$ cat src/rtl/led_display_scheduler.sv
// led_display_scheduler
//
// Shares one LED bank between N_SRC requesters. A round-robin arbiter hands
// the bank to one source at a time. Each grant lasts DWELL_TICKS slow ticks,
// or ends sooner if the owner drops its request. When nobody is requesting,
// the bank shows a fill/drain walking pattern.
//
// All timing runs on clk. A clock-enable tick, one cycle high every TICK_DIV
// clocks, stands in for a derived slow clock.
//
// Optional build macro: LED_SCHED_LIVE_EN
//   defined   : in SHOW, led follows src_data of the owner with one registered
//               cycle of lag.
//   undefined : led is latched at grant and stays static for the whole slice.
//
// Ports:
//   clk       system clock
//   rst       synchronous, active-high reset
//   src_req   per-source level request
//   src_data  per-source pattern, source i at [i*LED_W +: LED_W]
//   src_gnt   one-hot grant (registered), zero when nobody owns the LEDs
//   src_done  one-cycle pulse to the source whose slice just ended
//   led       LED drive (registered)
//   busy      high in SHOW and RELEASE
module led_display_scheduler #(
  parameter int N_SRC       = 3,
  parameter int LED_W       = 4,
  parameter int TICK_DIV    = 100000000,
  parameter int DWELL_TICKS = 8
) (
  input  logic                   clk,
  input  logic                   rst,
  input  logic [N_SRC-1:0]       src_req,
  input  logic [N_SRC*LED_W-1:0] src_data,
  output logic [N_SRC-1:0]       src_gnt,
  output logic [N_SRC-1:0]       src_done,
  output logic [LED_W-1:0]       led,
  output logic                   busy
);

  localparam int CNT_W  = $clog2(TICK_DIV);
  localparam int IDX_W  = (N_SRC > 1) ? $clog2(N_SRC) : 1;
  localparam int STEP_W = $clog2(2 * LED_W);
  localparam int DW_W   = $clog2(DWELL_TICKS + 1);

  localparam logic [CNT_W-1:0]  CNT_LAST  = CNT_W'(TICK_DIV - 1);
  localparam logic [STEP_W-1:0] STEP_LAST = STEP_W'(2 * LED_W - 1);
  localparam logic [DW_W-1:0]   DW_LAST   = DW_W'(DWELL_TICKS - 1);
  localparam logic [IDX_W-1:0]  IDX_LAST  = IDX_W'(N_SRC - 1);

  typedef enum logic [1:0] {
    IDLE    = 2'd0,
    SHOW    = 2'd1,
    RELEASE = 2'd2
  } state_t;

  // Idle pattern step k lights min(k, 2*LED_W-k) LEDs, filled from the MSB.
  function automatic logic [LED_W-1:0] pattern(input logic [STEP_W-1:0] k);
    int kk;
    int ones;
    kk   = int'(k);
    ones = (kk <= LED_W) ? kk : (2 * LED_W - kk);
    pattern = '0;
    for (int i = 0; i < LED_W; i++) begin
      pattern[LED_W-1-i] = (i < ones);
    end
  endfunction

  function automatic logic [N_SRC-1:0] onehot(input logic [IDX_W-1:0] idx);
    onehot      = '0;
    onehot[idx] = 1'b1;
  endfunction

  state_t            state, state_n;
  logic [CNT_W-1:0]  tick_cnt;
  logic              tick;
  logic [STEP_W-1:0] step, step_n;
  logic [DW_W-1:0]   dwell, dwell_n;
  logic [IDX_W-1:0]  gidx, gidx_n;
  logic [IDX_W-1:0]  last_grant, last_n;
  logic [N_SRC-1:0]  gnt_n, done_n;
  logic [LED_W-1:0]  led_n;
  logic              busy_n;
  logic              found;
  logic [IDX_W-1:0]  sel;

  // Free-running tick generator. It restarts only on reset.
  assign tick = (tick_cnt == CNT_LAST);

  always_ff @(posedge clk) begin
    if (rst || tick) tick_cnt <= '0;
    else             tick_cnt <= tick_cnt + 1'b1;
  end

  // Round-robin search: start at the source after the last owner. A source
  // that holds its request therefore waits behind every other requester.
  always_comb begin
    int cand;
    found = 1'b0;
    sel   = '0;
    cand  = 0;
    for (int off = 1; off <= N_SRC; off++) begin
      cand = (int'(last_grant) + off) % N_SRC;
      if (!found && src_req[cand]) begin
        found = 1'b1;
        sel   = IDX_W'(cand);
      end
    end
  end

  // Next-state logic. Every output register gets the value it should carry
  // in the next state, so led, src_gnt, src_done and busy all come straight
  // from flops.
  always_comb begin
    state_n = state;
    gnt_n   = src_gnt;
    done_n  = '0;
    led_n   = led;
    busy_n  = busy;
    step_n  = step;
    dwell_n = dwell;
    gidx_n  = gidx;
    last_n  = last_grant;
    unique case (state)
      IDLE: begin
        if (found) begin
          state_n = SHOW;
          gnt_n   = onehot(sel);
          led_n   = src_data[int'(sel)*LED_W +: LED_W];
          dwell_n = '0;
          gidx_n  = sel;
          busy_n  = 1'b1;
        end else begin
          if (tick) step_n = (step == STEP_LAST) ? '0 : step + 1'b1;
          led_n = pattern(step_n);
        end
      end
      SHOW: begin
`ifdef LED_SCHED_LIVE_EN
        led_n = src_data[int'(gidx)*LED_W +: LED_W];
`endif
        if (tick) dwell_n = dwell + 1'b1;
        // Expiry and early release can coincide; both lead to one RELEASE.
        if ((tick && (dwell == DW_LAST)) || !src_req[gidx]) begin
          state_n = RELEASE;
          gnt_n   = '0;
          done_n  = onehot(gidx);
        end
      end
      RELEASE: begin
        state_n = IDLE;
        last_n  = gidx;
        step_n  = '0;
        led_n   = pattern('0);
        busy_n  = 1'b0;
      end
      default: begin
        state_n = IDLE;
        gnt_n   = '0;
        busy_n  = 1'b0;
      end
    endcase
  end

  // State and output registers
  always_ff @(posedge clk) begin
    if (rst) begin
      state      <= IDLE;
      src_gnt    <= '0;
      src_done   <= '0;
      led        <= '0;
      busy       <= 1'b0;
      step       <= '0;
      dwell      <= '0;
      gidx       <= '0;
      last_grant <= IDX_LAST;
    end else begin
      state      <= state_n;
      src_gnt    <= gnt_n;
      src_done   <= done_n;
      led        <= led_n;
      busy       <= busy_n;
      step       <= step_n;
      dwell      <= dwell_n;
      gidx       <= gidx_n;
      last_grant <= last_n;
    end
  end

endmodule
$ cat config.mk
export PLATFORM = sky130hd
export DESIGN_NAME = led_display_scheduler
export DESIGN_NICKNAME = d
export VERILOG_FILES = /design/src/rtl/led_display_scheduler.sv
export SDC_FILE = /design/constraint.sdc
export NUM_CORES = 1
export LEC_CHECK = 0
export ABC_AREA = 1
export BUFFER_PORTS_ARGS = -buffer_cell sky130_fd_sc_hd__buf_4
export CORE_UTILIZATION = 50
export CTS_CLUSTER_DIAMETER = 200
export CTS_CLUSTER_SIZE = 16
export DETAILED_ROUTE_END_ITERATION = 16
export PLACE_DENSITY = 0.79
export SLEW_MARGIN = 20
export SYNTH_ARGS = -nofsm -noshare
export SYNTH_HDL_FRONTEND = slang
export SYNTH_SLANG_ARGS = --single-unit
$ cat constraint.sdc
create_clock -name clk -period 5.6 [get_ports clk]
set_input_delay 0.28 -clock clk [delete_from_list [all_inputs] [get_ports clk]]
set_output_delay 0.28 -clock clk [all_outputs]
set_load 0.02 [all_outputs]
After elaboration in Yosys (flattened, before gate mapping)
Cells that the tools add are included.
{ "word_totals": {"in_bits": 17, "out_inout_bits": 11, "register_bits": 51} }
{ "op_classes": {"shifts": 1, "div_mod_pow": 3, "add_sub_neg": 7, "n_eq_ne": 9, "reduce_logical": 20, "bitwise": 3, "n_lt_le_gt_ge": 12, "n_mux": 41} }
{ "ops": {"columns": ["cell", "count"], "rows": [
  ["$lt 32x4->1 const B", 3],
  ["$mod 32x3->32 const B", 3],
  ["$lt 3x32->1 const A", 2],
  ["$lt 1x32->1 const A", 1],
  ["$lt 2x32->1 const A", 1],
  ["$mux 32", 1],
  ["$add 27x1->27 const B", 1],
  ["$eq 27x27->1 const B", 1],
  ["$mux 3", 7],
  ["$pmux 4 s2", 2],
  ["$mux 1", 13],
  ["$mux 4", 3],
  ["$shiftx 12x5->4", 1],
  ["$mux 2", 5],
  ["$pmux 3 s3", 1],
  ["$bmux 1 s2", 4],
  ["$ne 2x2->1 const B", 4],
  ["$reduce_and 2->1", 4],
  ["$add 2x2->3 const B", 2],
  ["$lt 2x3->1 const B", 2],
  ["$pmux 3 s2", 1],
  ["$reduce_and 3->1", 2],
  ["$logic_and 1x1->1", 5],
  ["$sub 4x3->5 const A", 1],
  ["18 further kinds", 26]
]} }

Longest topological paths before layout
Gate-level depths: netlist of run 1.
{ "logic_depth": {"word_depth": 19, "ltp_mapped": 18, "mapped_depth_nobuf": 17} }

Least setup slack after synthesis of run 1
No wires, ideal clock.
{ "synth_path": {"kind": "reg-to-reg", "from": "reg tick_cnt[0]", "to": "reg led[3]", "path_stages_with_launch": 16, "path_buffers": 0, "required_time_ns": 5.468, "slack_ns": 3.542, "t_arrival_ns": 1.926, "cell_sequence": "dfxtp_1 ha_1 nand2_1 nor2_4 nand2_2 nor2_4 nand2_4 nor3_2 a21oi_1 ha_1 inv_1 nor2_1 a21oi_2 o21ai_0 nand2_1 a21oi_1"} }
{ "synth_between": {"elab_chain_len": 9} }
{ "synth_rtl": {"columns": ["item", "line", "rtl"], "rows": [
  ["start, declared", "75", "logic [CNT_W-1:0] tick_cnt;"],
  ["start signal, assigned", "92", "else tick_cnt <= tick_cnt + 1'b1;"],
  ["$eq 27x27->1 *", "88", "assign tick = (tick_cnt == CNT_LAST);"],
  ["$mux 3 *", "134", "if (tick) step_n = (step == STEP_LAST) ? '0 : step + 1'b1;"],
  ["$mux 3 *", "126", "if (found) begin"],
  ["$mux 3 *", "124", "unique case (state)"],
  ["$sub 4x3->5 or $le 3x3->1 (tied branches)", "62", "ones = (kk <= LED_W) ? kk : (2 * LED_W - kk);"],
  ["$mux 32 *", "62", null],
  ["$lt 1x32->1 *", "65", "pattern[LED_W-1-i] = (i < ones);"],
  ["$mux 4 *", "126", null],
  ["$pmux 4 s2 *", "124", null],
  ["end signal, assigned", "181", "led <= led_n;"],
  ["end, declared", "37", "output logic [LED_W-1:0] led,"]
]} }
Mark *: on every way between the ends. The rest lies on a longest branch, timed or not. The select of a mux whose other input is x is not followed.
A chain may end at the register's enable or synchronous reset.

Worst setup path in the final report of run 1
Same ends and word-level chain as after synthesis.

==> impl_metrics.env, run 1 <==
export IMPL_routedWlPerCell_um=11.74
export IMPL_worst_pin_slew_ns=0.4478
export IMPL_die_h_um=78.03
export IMPL_ys_seq_area_frac=0.3532
export IMPL_async_flop_share=0
export IMPL_crit_chain="ha_1 -> nand2_1 -> nor2_4 -> nand2_2 -> nor2_4 -> nand2_4 -> nor3_2 -> a21oi_1 -> ha_1 -> inv_1 -> nor2_1 -> a21oi_2 -> o21ai_0 -> nand2_1 -> a21oi_1"
export IMPL_synthMuxAreaShare=0
export IMPL_max_clock_freq_ghz=0.4337
export IMPL_dieWidth_um=78.03
export IMPL_cts_buffer_depth=2
export IMPL_power_density_nw_per_um2=339.8
export IMPL_drc=0
export IMPL_hold_violations=0
export IMPL_syn_inst=429
export IMPL_postCtsSetupBuffers=0
export IMPL_startpoint_type="flop"
export IMPL_crit_arrival_ns=2.50
export IMPL_synth_top_area_frac=0.3532
export IMPL_synthAdderAreaFrac=0.03030
export IMPL_ys_seq_elements=51
export IMPL_dp_cells=524
export IMPL_clock_sinks=51
export IMPL_drive_gt1_frac=0.1717
export IMPL_startpoint="tick_cnt[0]"
export IMPL_synth_edf_count=0
export IMPL_p_total_mw=1.103
export IMPL_hp_start="rst"
export IMPL_status="finished, final reports clean"
export IMPL_grt_max_degree=25
export IMPL_ant_nets=0
export IMPL_worstHoldPathType="input pin to flop"
export IMPL_yosysUniqueCellTypes=39
export IMPL_maxSlewViolCount=0
export IMPL_syn_num_nets=453
export IMPL_synth_compound_gate_area_share=0.09913
export IMPL_finClkSkew_ns=0.003451
export IMPL_vdd_drop_max_mv=0.2713
export IMPL_std_cell_rows=27
export IMPL_drt_iter0_markers=185
export IMPL_dp_final_hpwl_um=4921
export IMPL_required_ns=5.79
export IMPL_cpPeakStageDelay_ns=0.41
export IMPL_tns_ns=0
export IMPL_cts_made_buffers=5
export IMPL_grt_pass1_vias=2541
export IMPL_synth_area_um2=2890
export IMPL_final_common_cell="nand2_1"
export IMPL_num_io_pins=28
export IMPL_area_growth_pct=12.29
export IMPL_viasPerCell=5.145
export IMPL_period_minus_slack_ns=2.306
export IMPL_synth_warnings=0
export IMPL_synth_area_leaders="dfxtp_1, nand2_1, inv_1"
export IMPL_worst_setup_path_end_kind="flop"
export IMPL_crit_type="flop to flop"
export IMPL_slowest_stage="dfxtp_1"
export IMPL_vias=2737
export IMPL_nets=483
export IMPL_antenna_found_initial=0
export IMPL_clk_pin_slew_ns=0.09
export IMPL_ctsRootBufferMaster="clkbuf_8"
export IMPL_initial_core_util=0.5217
export IMPL_cts_htree_levels=2
export IMPL_cts_tree="built"
export IMPL_finalNonFillerCells=532
export IMPL_crit_fanout=6
export IMPL_die_area_um2=6089
export IMPL_synth_top_family_by_area="simple AND/OR/NAND/NOR gates"
export IMPL_synth_simple_area_share=0.4156
export IMPL_cts_resized_gates=0
export IMPL_avgSynthCellArea_um2=6.737
export IMPL_insertion_delay_ns=0.29
export IMPL_regToRegStartpoint="tick_cnt[0]"
export IMPL_diodes=0
export IMPL_grt_ovfl_total=0
export IMPL_first_pass_iters=4
export IMPL_yosysTopAreaCell="dfxtp_1"
export IMPL_portBuffers=27
export IMPL_synth_xor_area_frac=0.01212
export IMPL_track_usage=0.2227
export IMPL_final_cell_mix="nand2_1, inv_1, dfxtp_1, nor2_1"
export IMPL_routabilityCongestion=0.8730
export IMPL_cts_hold_buffers_added=0
export IMPL_relSlewSlack=0.6987
export IMPL_timing_final_setup_violations=0
export IMPL_post_route_period_util=0.4118
export IMPL_ys_flop_type="dfxtp_1"
export IMPL_p_leak_nw=1.376
export IMPL_rsz0062_at_grt="no"
export IMPL_core_area_um2=5540
export IMPL_grt_first_pass_wirelength_um=10950
export IMPL_drv_cap=0
export IMPL_wl_um=6245
export IMPL_whs_ns=0.2668
[worst max-delay path, delay by kind of cell (launching register included)]
kind	cells	cell delay, ns
compound gates	4	0.43
fa+ha+maj	2	0.40
buf+inv	1	0.10
flops	1	0.41
simple gates	8	0.85
[sequential cells by signal (all words and copies together), names as in the netlist]
name,cells
last_grant,2
busy,1
tick_cnt,27
gidx,2
led,4
state,2
src_gnt,3
src_done,3
dwell,4
step,3
[power by group]
part / total [mW] / internal (mW) / switching (mW)
combinational: 0.455 / 0.158 / 0.297
sequential: 0.445 / 0.409 / 0.0358
clock: 0.202 / 0.0880 / 0.114
[path summary, 6_finish.rpt]
kind	to	slack [ns]	cells past startpoint
worst max-delay path	led[3]	3.29	15
worst max register to register	led[3]	3.29	15
worst min-delay path	led[1]	0.27	2
worst min register to register	led[2]	0.47	2
[cell usage after synthesis (5+ instances only)]
library cell,number
nand2_1,103
inv_1,53
dfxtp_1,51
nor2_1,39
a21oi_1,30
nand3_1,30
nor3_1,19
inv_2,11
nand2_2,11
nand4_1,11
ha_1,7
nor2_2,7
o21ai_0,7
or2_2,5
[layout make-up]
type / count / area, um^2
clock buffers: 7 / 76.32
inverters: 64 / 240.2
repair buffers: 27 / 202.7
well taps: 72 / 90.09
multi-input cells: 310 / 1610
fillers: 526 / 2295
flip-flops and latches: 51 / 1021
clock inverters: 1 / 5.005
[metal layers]
metal	GRT usage	up-vias	part of all wire
li1	-	1450	-
met4	0.05000	0	0.0051
met1	0.2856	1233	0.48
met3	0.04186	4	0.030
met2	0.3876	50	0.48
met5	0	-	0
[cell families after synthesis]
logic type / after synthesis
AOI/OAI and AO/OA: 50
xor gates and xnor gates: 4
adders and majority gates: 7
buffers and inverters: 68
DFF: 51
and+or+nand+nor: 249
[stage by stage]
stage               area [um^2]  utilization  worst slack, ns
floorplan                  2890            -            3.542
global placement           3164       0.5711            3.431
finish                     3246       0.5858            3.294
detailed placement         3164       0.5711            3.308
global route               3246       0.5858            3.099
CTS                        3246       0.5858            3.285
Power figures use the tool's default switching activity.
==> inputs of run 2 (changes only) <==
--- a/config.mk
+++ b/config.mk
@@ -5,13 +5,13 @@
 export SDC_FILE = /design/constraint.sdc
 export NUM_CORES = 1
 export LEC_CHECK = 0
-export ABC_AREA = 1
+export ABC_AREA = 0
 export BUFFER_PORTS_ARGS = -buffer_cell sky130_fd_sc_hd__buf_4
 export CORE_UTILIZATION = 50
 export CTS_CLUSTER_DIAMETER = 200
 export CTS_CLUSTER_SIZE = 16
 export DETAILED_ROUTE_END_ITERATION = 16
-export PLACE_DENSITY = 0.79
+export PLACE_DENSITY = 0.8
 export SLEW_MARGIN = 20
 export SYNTH_ARGS = -nofsm -noshare
 export SYNTH_HDL_FRONTEND = slang
==> constraint.sdc (replaced) <==
create_clock -name clk -period 2.3 [get_ports clk]
set_input_delay 0.115 -clock clk [delete_from_list [all_inputs] [get_ports clk]]
set_output_delay 0.115 -clock clk [all_outputs]
set_load 0.02 [all_outputs]
==> impl_metrics.env, run 2 <==
export IMPL_max_clock_freq_ghz=0.4195
export IMPL_die_h_um=72.34
export IMPL_status="finished with violations"
export IMPL_tns_ns=-0.1734
export IMPL_rsz0062_at_grt="yes"
export IMPL_cts_htree_levels=2
export IMPL_worst_r2r_path_depth=10
export IMPL_place_worst_setup_slack_ns=-0.1684
export IMPL_ys_seq_area_frac=0.4127
export IMPL_period_minus_slack_ns=2.384
export IMPL_die_area_um2=5232
export IMPL_vias=2316
export IMPL_final_common_cell="buf_4"
export IMPL_insertion_delay_ns=0.31
export IMPL_routabilityCongestion=0.7908
export IMPL_grt_pass1_vias=2182
export IMPL_num_io_pins=28
export IMPL_cts_tree="built"
export IMPL_drt_iter0_markers=121
export IMPL_dieWidth_um=72.34
export IMPL_finalWorstSetupSlack_ns=-0.08375
export IMPL_relSlewSlack=0.6767
export IMPL_maxSlewViolCount=0
export IMPL_violations="setup timing"
export IMPL_post_route_period_util=1.036
export IMPL_crit_fanout=3
export IMPL_initial_core_util=0.5203
export IMPL_drv_cap=0
export IMPL_crit_arrival_ns=2.57
export IMPL_dp_final_hpwl_um=4000
export IMPL_first_pass_iters=4
export IMPL_syn_inst=292
export IMPL_dp_cells=422
export IMPL_ff_latch_area_um2=1031
export IMPL_ctsRootBufferMaster="clkbuf_8"
export IMPL_grt_ovfl_total=0
export IMPL_finClkSkew_ns=0.01186
export IMPL_vdd_drop_max_mv=0.4341
export IMPL_utilization=0.6982
export IMPL_ant_nets=0
export IMPL_async_flop_share=0
export IMPL_track_usage=0.2293
export IMPL_regMostFlops="tick_cnt"
export IMPL_p_leak_nw=1.416
export IMPL_grt_first_pass_wirelength_um=9459
export IMPL_yosysTopAreaCell="dfxtp_1"
export IMPL_crit_type="flop to flop"
export IMPL_whs_ns=0.1490
export IMPL_syn_num_nets=316
export IMPL_ys_flop_type="dfxtp_1"
export IMPL_clk_pin_slew_ns=0.09
export IMPL_grt_max_degree=27
export IMPL_multi_input_area_um2=1475
export IMPL_avgSynthCellArea_um2=8.471
export IMPL_min_path_cells=2
export IMPL_synth_warnings=0
export IMPL_worst_pin_slew_ns=0.4849
export IMPL_drc=0
export IMPL_viasPerCell=5.336
export IMPL_required_ns=2.49
export IMPL_finalNonFillerCells=434
export IMPL_startpoint_type="flop"
export IMPL_final_cell_mix="buf_4, nor2_1, dfxtp_1, xor2_1, a21oi_1"
export IMPL_hold_violations=0
export IMPL_place_area_um2=3082
export IMPL_wl_um=5646
export IMPL_cts_hold_buffers_added=0
export IMPL_reg_largest_list="tick_cnt (27), dwell (4), led (4)"
export IMPL_diodes=0
export IMPL_synth_most_common_cell="nor2_1"
export IMPL_synth_area_leaders="dfxtp_1, nor2_1, xor2_1"
export IMPL_yosysUniqueCellTypes=46
export IMPL_drive_gt1_frac=0.3351
export IMPL_final_cell_area_um2=3319
export IMPL_synth_top_area_frac=0.4127
export IMPL_area_growth_pct=34.19
export IMPL_power_density_nw_per_um2=594.4
export IMPL_largest_register_ffs=27
export IMPL_synth_commonest_cells="nor2_1, dfxtp_1, nand2_1, xor2_1, a21oi_1"
export IMPL_worst_setup_path_end_kind="flop"
export IMPL_nets=390
export IMPL_synth_area_um2=2474
export IMPL_p_total_mw=1.973
export IMPL_worstHoldPathType="input pin to flop"
export IMPL_cts_buffer_depth=2
export IMPL_core_area_um2=4755
export IMPL_clock_sinks=51
export IMPL_portBuffers=27
export IMPL_synth_edf_count=0
export IMPL_nFillCells=376
export IMPL_ys_seq_elements=51
export IMPL_timing_final_setup_violations=4
export IMPL_routedWlPerCell_um=13.01
export IMPL_cts_made_buffers=5
export IMPL_std_cell_rows=25
export IMPL_antenna_found_initial=0
run 2: changes by cell type in the layout (fill, tap and decap cells not counted), sizes merged, moves of 10 or more:
cell | before | now
nand2 | 115 | 18
inv | 64 | 10
buf | 27 | 74
nand3 | 31 | 13
xor2 | 2 | 18
a21oi | 32 | 18
nor3 | 21 | 11
run 2: final timing paths:
kind              to        start  slack [ns]
max           led[2]  tick_cnt[1]       -0.08
min          step[0]          rst        0.15
max reg2reg   led[2]  tick_cnt[1]       -0.08
min reg2reg   led[0]       led[0]        0.48
run 2: layout make-up:
type / instances / area share
Tap cell: 67 / 0.02525
Multi-Input combinational cell: 224 / 0.4444
Clock inverter: 2 / 0.01809
Timing Repair Buffer: 74 / 0.1685
Clock buffer: 6 / 0.02186
Inverter: 10 / 0.01131
Sequential cell: 51 / 0.3106
run 2: worst max-delay path, stage by stage (launching register included):
cell and delay [ns]:
dfxtp_2 0.36, ha_4 0.15, nand2_4 0.04, or3_4 0.37
nor3_4 0.18, mux2_4 0.33, inv_2 0.05, ha_2 0.26
or3_4 0.38, nand3_2 0.09, a221oi_2 0.06
run 2: per-layer routing:
metal | vias up | wire, um | share of wire | track usage
li1 | 1163 | - | - | -
met1 | 1104 | 2594 | 0.46 | 0.2830
met2 | 41 | 2799 | 0.50 | 0.3894
met3 | 8 | 176 | 0.031 | 0.05556
met4 | 0 | 76 | 0.013 | 0.08061
met5 | - | 0 | 0 | 0
run 2: repair_timing:
| action | CTS | global route |
|---|---|---|
| resized for setup | 16 | 5 |
| setup buffers | 2 | 2 |
| endpoints found under the setup margin | 6 | 8 |
| pin swaps | 7 | 11 |
| hold endpoints to repair | 0 | 0 |
run 2: cells by family after synthesis:
kind of cell,count (synthesis),synth area share
and+or+nand+nor,140,0.2888
DFF,51,0.4127
AOI/OAI and AO/OA,47,0.1239
xor gates and xnor gates,25,0.08852
buffers and inverters,17,0.02984
adders and majority gates,7,0.03541
muxes,5,0.02074
run 2: where the power goes:
group          leakage [nW]  internal [mW]  switching, mW  total [mW]
Clock                0.0654          0.434          0.288       0.723
Sequential            0.417          0.914         0.0269       0.941
Combinational         0.934          0.141          0.168       0.309
Total                  1.42           1.49          0.483        1.97
==> inputs of run 3 (changes only) <==
--- a/config.mk
+++ b/config.mk
@@ -8,6 +8,7 @@
 export ABC_AREA = 0
 export BUFFER_PORTS_ARGS = -buffer_cell sky130_fd_sc_hd__buf_4
 export CORE_UTILIZATION = 50
+export CTS_BUF_LIST = sky130_fd_sc_hd__clkbuf_8
 export CTS_CLUSTER_DIAMETER = 200
 export CTS_CLUSTER_SIZE = 16
 export DETAILED_ROUTE_END_ITERATION = 16
==> impl_metrics.env, run 3 (synthesis gave the netlist of run 2 again) <==
export IMPL_status="finished with violations"
export IMPL_violations="setup timing"
export IMPL_p_leak_nw=1.421
export IMPL_worst_r2r_path_depth=10
export IMPL_worst_setup_path_end_kind="flop"
export IMPL_initial_core_util=0.5203
export IMPL_nets=390
export IMPL_relSlewSlack=0.6766
export IMPL_wl_um=5647
export IMPL_utilization=0.6982
export IMPL_crit_fanout=3
export IMPL_multi_input_area_um2=1475
export IMPL_regToRegStartpoint="tick_cnt[1]"
export IMPL_min_path_cells=2
export IMPL_regMostFlops="tick_cnt"
export IMPL_post_route_period_util=1.036
export IMPL_required_ns=2.49
export IMPL_hold_violations=0
export IMPL_drc=0
export IMPL_die_h_um=72.34
export IMPL_drt_iter0_markers=121
export IMPL_finClkSkew_ns=0.01225
export IMPL_hp_start="rst"
export IMPL_routabilityCongestion=0.7908
export IMPL_insertion_delay_ns=0.31
export IMPL_met3_length_um=186
export IMPL_grt_max_degree=27
export IMPL_crit_type="flop to flop"
export IMPL_timing_final_setup_violations=4
export IMPL_cts_tree="built"
export IMPL_routedWlPerCell_um=13.01
export IMPL_period_minus_slack_ns=2.384
export IMPL_ant_nets=0
export IMPL_clk_pin_slew_ns=0.09
export IMPL_viasPerCell=5.327
export IMPL_max_clock_freq_ghz=0.4195
export IMPL_met1_length_um=2586
export IMPL_vias=2312
export IMPL_diodes=0
export IMPL_rr_endpoint="led[2]"
export IMPL_core_area_um2=4755
export IMPL_drive_gt1_frac=0.3351
export IMPL_grt_first_pass_wirelength_um=9459
export IMPL_area_growth_pct=34.19
export IMPL_crit_arrival_ns=2.57
export IMPL_cts_htree_levels=2
export IMPL_clock_sinks=51
export IMPL_finalWorstSetupSlack_ns=-0.08375
export IMPL_cpPeakStageDelay_ns=0.38
export IMPL_whs_ns=0.1485
export IMPL_startpoint_type="flop"
export IMPL_antenna_found_initial=0
export IMPL_cts_buffer_depth=2
export IMPL_ff_latch_area_um2=1031
export IMPL_reg_largest_list="tick_cnt (27), dwell (4), led (4)"
export IMPL_power_density_nw_per_um2=593.2
export IMPL_startpoint="tick_cnt[1]"
export IMPL_worstHoldPathType="input pin to flop"
export IMPL_nFillCells=376
export IMPL_rsz0062_at_grt="yes"
export IMPL_wl_met2_um=2798
export IMPL_p_total_mw=1.969
export IMPL_topRoutingLayerUsed="met4"
export IMPL_track_usage=0.2293
export IMPL_portBuffers=27
export IMPL_num_io_pins=28
export IMPL_crit_chain="ha_4 -> nand2_4 -> or3_4 -> nor3_4 -> mux2_4 -> inv_2 -> ha_2 -> or3_4 -> nand3_2 -> a221oi_2"
export IMPL_grt_pass1_vias=2182
export IMPL_worst_pin_slew_ns=0.4851
export IMPL_final_common_cell="buf_4"
export IMPL_first_pass_iters=4
export IMPL_r2r_slack_ns=-0.08
export IMPL_maxSlewViolCount=0
export IMPL_dp_final_hpwl_um=4000
export IMPL_die_area_um2=5232
export IMPL_final_cell_mix="buf_4, nor2_1, dfxtp_1, xor2_1, a21oi_1"
export IMPL_ctsRootBufferMaster="clkbuf_8"
export IMPL_crit_path_frequent_cell="or3_4"
export IMPL_finalNonFillerCells=434
export IMPL_drv_cap=0
export IMPL_hold_path_endpoint="step[0]"
export IMPL_std_cell_rows=25
export IMPL_dieWidth_um=72.34
export IMPL_cts_made_buffers=5
export IMPL_grt_ovfl_total=0
export IMPL_dp_cells=422
export IMPL_largest_register_ffs=27
export IMPL_vdd_drop_max_mv=0.4341
export IMPL_slowest_stage="or3_4"
export IMPL_cts_hold_buffers_added=0
## run 3: cell types whose count changed in the layout (fill, tap and decap cells not counted), sizes merged
cell	delta
inv	+1
clkbuf	-1
## run 3: layout make-up
cell class | count | area share
flip-flops and latches | 51 | 0.3106
clock inverters | 3 | 0.01922
multi-input cells | 224 | 0.4444
clock buffers | 5 | 0.02073
inverters | 10 | 0.01131
well taps | 67 | 0.02525
repair buffers | 74 | 0.1685
## run 3: stage by stage
step	worst slack [ns]	setup TNS, ns	cell area (um^2)
6_report	-0.08375	-0.1734	3319
5_1_grt	-0.1590	-0.7421	3319
4_1_cts	0.001130	0	3287
3_5_place_dp	-0.1684	-0.5298	3082
3_3_place_gp	-0.05741	-0.1096	3082
2_1_floorplan	-0.06418	-0.1156	2509
## run 3: how the worst max path moves through the flow
stage	slack (ns)	end	cells after the start
finish	-0.08	led[2]	10
global route	-0.16	led[2]	10
CTS	0.001	led[2]	10
detailed placement	-0.17	led[2]	10
global placement	-0.06	led[2]	9
floorplan	-0.06	led[2]	9
## run 3: critical path: cells and delay by family (launching register included)
kind                       cells  cell delay (ns)
muxes                          1             0.33
adders and majority gates      2             0.41
AOI/OAI and AO/OA              1             0.06
DFF                            1             0.36
buffers and inverters          1             0.05
and+or+nand+nor                5             1.06
## run 3: repair_timing
item / CTS / global route
endpoints found under the setup margin: 6 / 8
pin swaps: 7 / 11
setup buffers: 2 / 2
resized for setup: 16 / 5
endpoints found under the hold margin: 0 / 0
## run 3: power by group
group / leakage, nW / internal, mW / switching, mW / total [mW]
registers: 0.417 / 0.914 / 0.0269 / 0.941
logic: 0.934 / 0.141 / 0.168 / 0.309
clock network: 0.0695 / 0.430 / 0.289 / 0.719
total: 1.42 / 1.49 / 0.483 / 1.97
## run 3: routing by layer
metal / global-route usage / vias up
li1: - / 1163
met1: 0.2830 / 1099
met2: 0.3894 / 42
met3: 0.05556 / 8
met4: 0.08061 / 0
met5: 0 / -
